--- src/rtl/adder_pkg.sv ---
// Shared definitions for the ripple-adder result consumer.
// Holds the accumulator FSM state encoding, default parameter values and
// the width of one adder result ({cout, sum[3:0]}).
package adder_pkg;

  typedef enum logic {
    ST_ACCUM,
    ST_HOLD
  } state_e;

  localparam int unsigned ACC_W_DEF   = 8;
  localparam int unsigned COUNT_N_DEF = 4;
  localparam int unsigned RES_W       = 5;

endpackage

--- src/rtl/sum_accumulator.sv ---
// sum_accumulator: sums COUNT_N adder results into a batch total.
//
// Each accepted beat adds the zero-extended 5-bit {in_cout, in_sum} into a
// running ACC_W-bit total. After COUNT_N beats the total is offered on a
// valid/ready port and held until taken; out_ovf is set if the total wrapped
// at any point during the batch.
//
// Ports:
//   clk        clock, rising edge
//   rst        asynchronous active-high reset
//   in_valid   beat present on in_sum/in_cout
//   in_ready   block accepts a beat (ACCUM state)
//   in_sum     4-bit sum from the adder
//   in_cout    carry-out from the adder
//   clr        synchronous abort, discards the current batch
//   out_valid  batch total available (HOLD state)
//   out_ready  downstream takes the total
//   out_acc    batch total modulo 2^ACC_W
//   out_ovf    sticky wrap flag for this batch
module sum_accumulator
  import adder_pkg::*;
#(
  parameter int unsigned ACC_W   = ACC_W_DEF,
  parameter int unsigned COUNT_N = COUNT_N_DEF
) (
  input  logic             clk,
  input  logic             rst,
  input  logic             in_valid,
  output logic             in_ready,
  input  logic [3:0]       in_sum,
  input  logic             in_cout,
  input  logic             clr,
  output logic             out_valid,
  input  logic             out_ready,
  output logic [ACC_W-1:0] out_acc,
  output logic             out_ovf
);

  localparam int unsigned CntW = $clog2(COUNT_N + 1);
  localparam logic [CntW-1:0] CntLast = CntW'(COUNT_N - 1);

  if (ACC_W < RES_W) begin : g_bad_acc_w
    $error("ACC_W must be at least RES_W");
  end
  if (COUNT_N < 1) begin : g_bad_count_n
    $error("COUNT_N must be at least 1");
  end

  state_e            state_q, state_d;
  logic [ACC_W-1:0]  acc_q, acc_d;
  logic [CntW-1:0]   cnt_q, cnt_d;
  logic              ovf_q, ovf_d;

  logic [RES_W-1:0]  addend;
  logic [ACC_W:0]    sum_full;  // MSB is the carry out of the accumulator
  logic              accept;

  assign addend   = {in_cout, in_sum};
  assign sum_full = {1'b0, acc_q} + {1'b0, ACC_W'(addend)};

  // Handshake outputs depend on state only.
  assign in_ready  = (state_q == ST_ACCUM);
  assign out_valid = (state_q == ST_HOLD);
  assign out_acc   = acc_q;
  assign out_ovf   = ovf_q;

  assign accept = in_ready & in_valid;

  always_comb begin
    state_d = state_q;
    acc_d   = acc_q;
    cnt_d   = cnt_q;
    ovf_d   = ovf_q;
    if (clr) begin
      // Abort wins over any beat or handshake in the same cycle.
      state_d = ST_ACCUM;
      acc_d   = '0;
      cnt_d   = '0;
      ovf_d   = 1'b0;
    end else begin
      unique case (state_q)
        ST_ACCUM: begin
          if (accept) begin
            acc_d = sum_full[ACC_W-1:0];
            ovf_d = ovf_q | sum_full[ACC_W];
            if (cnt_q == CntLast) begin
              cnt_d   = '0;
              state_d = ST_HOLD;
            end else begin
              cnt_d = cnt_q + 1'b1;
            end
          end
        end
        ST_HOLD: begin
          if (out_ready) begin
            state_d = ST_ACCUM;
            acc_d   = '0;
            cnt_d   = '0;
            ovf_d   = 1'b0;
          end
        end
        default: state_d = ST_ACCUM;
      endcase
    end
  end

  always_ff @(posedge clk or posedge rst) begin
    if (rst) begin
      state_q <= ST_ACCUM;
      acc_q   <= '0;
      cnt_q   <= '0;
      ovf_q   <= 1'b0;
    end else begin
      state_q <= state_d;
      acc_q   <= acc_d;
      cnt_q   <= cnt_d;
      ovf_q   <= ovf_d;
    end
  end

endmodule

--- config.mk ---
export PLATFORM = sky130hd
export DESIGN_NAME = sum_accumulator
export DESIGN_NICKNAME = d
export VERILOG_FILES = /design/src/rtl/adder_pkg.sv /design/src/rtl/sum_accumulator.sv
export SDC_FILE = /design/constraint.sdc
export NUM_CORES = 1
export LEC_CHECK = 0
export BUFFER_PORTS_ARGS = -buffer_cell sky130_fd_sc_hd__buf_2
export CORE_ASPECT_RATIO = 0.9
export CORE_UTILIZATION = 30
export CTS_BUF_LIST = sky130_fd_sc_hd__clkbuf_4 sky130_fd_sc_hd__clkbuf_8 sky130_fd_sc_hd__clkbuf_16
export DETAILED_ROUTE_END_ITERATION = 8
export PLACE_DENSITY = 0.49
export SETUP_SLACK_MARGIN = 0.05
export SYNTH_ARGS = -nofsm -noshare
export SYNTH_HDL_FRONTEND = slang
export SYNTH_SLANG_ARGS = --single-unit
--- constraint.sdc ---
create_clock -name clk -period 2.8 [get_ports clk]
set_input_delay 0.56 -clock clk [delete_from_list [all_inputs] [get_ports clk]]
set_output_delay 0.56 -clock clk [all_outputs]
set_load 0.1 [all_outputs]
Word level (Yosys, flattened, before mapping)
Cells that the tools add are included.
Storage, ports and cells
  input port bits: 10
  register bits after elaboration: 13
  output and inout bits: 11
  word-level logic and storage cells: 31
Cells by class
  $add $sub $neg: 2
  bitwise logic cells: 3
  equality and inequality tests: 3
  mux-type cells: 18
  reduce and logical (&&, ||, !) cells: 1
Operators with widths (number)
  8-bit two-way mux: 3
  8-bit one-hot mux with 2 select lines: 1
  3-bit two-way mux: 4
  8-bit by 5-bit adder with 9-bit output: 1
  1-bit two-way mux: 7
  3-bit one-hot mux with 2 select lines: 1
  1-bit one-hot mux with 2 select lines: 2
  3-bit by 1-bit adder with 3-bit output, second input constant: 1
  3-bit by 2-bit equality test with 1-bit output, second input constant: 1
  3-bit by 1-bit inequality test with 1-bit output, second input constant: 1
  3-bit inequality test, second input constant: 1
  2-bit AND reduction: 1
  1-bit AND: 1
  1-bit inverter: 1
  1-bit OR: 1

Depth between registers and ports, before layout
  depth after elaboration: 5
  depth in mapped cells: 6
  depth with buffers taken out: 6

Least setup slack after synthesis
No wires, ideal clock.
  path kind: register to register
  start: register acc_q[0] (netlist: out_acc[0])
  end: register ovf_q (netlist: out_ovf)
  clock period less this slack: 2370 ps
  buffers on the path: 0
  setup slack: 430 ps
  data required time: 2680 ps
  cell stages (with the launch flop): 7
  library setup time: 120 ps
  arrival time: 2250 ps
  path through: dfrtp_1 > ha_1 > fa_1 > a21o_1 > a311oi_1 > nor4b_1 > o21a_1
On the way
  longest elaborated chain between the ends: 5
RTL lines
  start, declared: line sum_accumulator.sv:50  | logic [ACC_W-1:0] acc_q, acc_d;
  start signal, assigned: line sum_accumulator.sv:110  | acc_q <= '0;
  start signal, assigned: line sum_accumulator.sv:115  | acc_q <= acc_d;
  8-bit by 5-bit adder with 9-bit output: line sum_accumulator.sv:59  | assign sum_full = {1'b0, acc_q} + {1'b0, ACC_W'(addend)};
  1-bit OR: line sum_accumulator.sv:85  | ovf_d = ovf_q | sum_full[ACC_W];
  1-bit two-way mux: line sum_accumulator.sv:83  | if (accept) begin
  1-bit one-hot mux with 2 select lines: line sum_accumulator.sv:81  | unique case (state_q)
  1-bit two-way mux: line sum_accumulator.sv:74  | if (clr) begin
  end signal, assigned: line sum_accumulator.sv:117  | ovf_q <= ovf_d;
  end, declared: line sum_accumulator.sv:52  | logic ovf_q, ovf_d;
Every way passes these cells. The select of a mux whose other input is x is not followed.
A chain may end at the register's enable or synchronous reset.

Worst setup path after layout
Ends and elaborated chain as after synthesis.

==> results.py <==
metrics = {
    "logic_synthesis": {
        "synth_top_family_by_area": "compound AO/OA/AOI/OAI gates",
        "ys_ff_latch": 13,
        "netlist_instances": 79,
        "synth_top_area_share_pct": 42.14,
        "yosysWarnings": 0,
        "synth_nets": 96,
        "syn-cell-area_um2": 772.0,
        "synth-compound-area-share_pct": 22.20,
        "synth-seq-area-share_pct": 42.14,
        "synth_area_leader_cell": "dfrtp_1",
        "synth_fa_ha_area_share_pct": 12.32,
        "synth_simple_gate_area_share_pct": 16.69,
        "yosys.cell_types.count": 30,
        "synthTopCellsByArea": "dfrtp_1 42%, ha_1 9.7%, nand2_1 7.3%, a21oi_1 3.9%, o21ai_0 3.2%",
        "synth_xor_xnor_area_share_pct": 3.404,
        "synthMuxAreaShare_pct": 1.297,
        "syn_area_per_cell_um2": 9.772,
    },
    "clock_network": {
        "clock-sinks": 13,
        "numCtsBuffers": 3,
        "clkTransAtPathRegs_ps": 80,
        "clk_latency_ps": 270,
        "postCtsHoldBufs": 0,
        "cts_resized": 0,
        "cts_setup_buffers": 0,
        "cts_tree": "yes",
        "htreeDepth": 1,
        "clockBufferDepth": 2,
        "root_buffer": "clkbuf_4",
    },
    "route": {
        "drt_first_pass_iters": 3,
        "drc": 0,
        "drt_iter0_drc": 5,
        "drt-total-wl_mm": 1.627,
        "routed_via_density": 4.954,
        "route.vias.total": 644,
        "antenna_left": 0,
        "routedWlPerCell_um": 12.52,
    },
    "pwr": {
        "cellPowerDensity_nw_per_um2": 701.3,
        "seqPwrFrac_pct": 35.8,
        "power_frac_clock_pct": 19.9,
        "power_leakage_uw": 0.0004626,
        "power_frac_comb_pct": 44.2,
        "sw_frac_of_total_pct": 46.61,
        "internal_power_uw": 348.1,
        "ir_drop_uv": 321.1,
        "p_sw_uw": 303.9,
    },
    "placed_design": {
        "post-dp-hpwl_mm": 1.231,
        "finalWeightedCongestion": 0.7728,
        "numPortBuffers": 20,
        "dp.cells": 126,
    },
    "timing": {
        "fin_setup_tns_ps": 0,
        "fmax_mhz": 491.7,
        "hold_violations": 0,
        "tightest_slew_ps": 618.8,
        "drv_slew": 0,
        "clock_skew_ps": 0.9674,
        "maxSlewHeadroom_pct": 58.70,
        "setup_violations": 0,
        "fin_crit_ps": 2034,
        "fin_crit_sh_pct": 72.63,
        "rsz0062_at_grt": "false",
    },
    "setup_path": {
        "worstSetupPathType": "flop to flop",
        "start_kind": "flop",
        "cp.arrival_ps": 2210,
        "path_cells": "ha_1 -> fa_1 -> a21o_1 -> a311oi_1 -> nor4b_1 -> o21a_1",
        "critPathSlowestCell": "fa_1",
        "worstPathRequired_ps": 2970,
        "cp-end-kind": "flop",
        "crit_fanout": 3,
        "cpPeakStageDelay_ps": 420,
    },
    "floorplan": {
        "core_um2": 2446,
        "dieArea_um2": 2780,
        "row_count": 17,
        "die_w_um": 55.47,
        "die_h_um": 50.13,
        "io_pins": 21,
        "start_util_pct": 31.56,
    },
    "final_layout": {
        "finalNonFillerCells": 130,
        "fill_cells": 255,
        "final_nets": 120,
        "multi_input_area_um2": 431.7,
        "antenna_cells": 0,
        "synthToLayoutAreaGrowth_pct": 20.42,
        "drive_gt1_share_pct": 28.43,
        "seq_area_um2": 325.3,
        "final_core_util_pct": 38.01,
    },
    "global_route": {
        "grt_pass1_vias": 675,
        "grt_pass1_wl_mm": 3.070,
        "antenna_found_initial": 0,
        "grt_max_degree": 17,
        "grt_usage_pct": 14.52,
        "grt_remaining_overflow": 0,
    },
    "outcome": {
        "status": "completed",
    },
    "job": {
        "drv_cap": 0,
    },
    "min_path": {
        "min_path_type": "input pin to async pin",
    },
}
[final timing paths]
path / from / to / slack, ps / cells past startpoint
worst min register to register: cnt_q[2] / cnt_q[2] / 500 / 1
worst max-delay path: out_acc[0] / out_ovf / 770 / 6
min in group clk: cnt_q[2] / cnt_q[2] / 500 / 1
worst max register to register: out_acc[0] / out_ovf / 770 / 6
max in group asynchronous: rst / out_valid / 2150 / 2
worst min-delay path: rst / out_acc[3] / 300 / 2
[critical path: cells and delay by family, from the launching register on]
| kind | cells | cell delay (ps) |
|---|---|---|
| AOI/OAI and AO/OA | 3 | 810 |
| adders and majority gates | 2 | 640 |
| DFF | 1 | 400 |
| and+or+nand+nor | 1 | 100 |
[layout by cell type (no fill, tap or decap), types with 3 or more instances in the layout]
cell type	instances
a21oi_1	6
buf_2	20
clkbuf_4	4
dfrtp_1	13
ha_1	6
nand2_1	15
nor2_1	3
o21ai_0	5
o21ai_1	4
[per-layer routing]
metal  wire length, um  up-vias  part of all wire (%)  track usage [%]
met5                 0        -                     0                0
met4                32        0                   2.0            8.333
met3                50        4                   3.1            4.724
met2               762       12                    47            22.09
met1               782      298                    48            18.02
li1                  -      330                     -                -
[synthesized netlist by cell type (all sizes together)]
library cell  count
a2111o            1
a211oi            1
a21o              3
a21oi             6
a311oi            2
and2              1
and2b             1
buf               1
dfrtp            13
fa                1
ha                6
inv               2
mux2i             1
nand2            15
nand2b            1
nand4             1
nor2              4
nor2b             1
nor3              1
nor4b             1
o21a              2
o21ai            10
or3               1
xnor2             1
xor2              2
[per-stage QoR]
step	setup WS (ps)	total power, uW	cell area [um^2]	hold slack, ps
5_1_grt	649.5	699.5	929.6	352.2
6_report	766.4	651.9	929.6	302.2
3_3_place_gp	559.7	524.1	899.6	474.1
4_1_cts	790.0	660.4	929.6	319.5
3_5_place_dp	529.1	525.4	899.6	481.5
2_1_floorplan	429.8	474.7	772.0	437.0
[layout make-up]
class | instances | area share, %
clock buffer | 4 | 3.230
inverter | 2 | 0.8075
multi-input combinational | 63 | 46.43
sequential | 13 | 34.99
tap | 28 | 3.769
timing repair buffer | 20 | 10.77
[power groups by stage]
stage	combinational, uW	sequential (uW)	clock, uW
after floorplan	113	362	0
after global placement	288	236	0
after detailed placement	288	238	0
after CTS	290	234	137
after global routing	315	238	147
final	288	234	130
[flip-flops by register name, indices dropped and copies added (netlist names)]
name / count
cnt_q: 3
out_valid: 1
out_ovf: 1
out_acc: 8
[logic make-up (layout without fill, tap and decap cells)]
logic type | count (synthesis) | count (layout)
adders and majority gates | 7 | 7
xor gates and xnor gates | 3 | 3
and+or+nand+nor | 27 | 27
muxes | 1 | 1
buffers and inverters | 3 | 26
AOI/OAI and AO/OA | 25 | 25
DFF | 13 | 13
(Power assumes the default switching activity.)
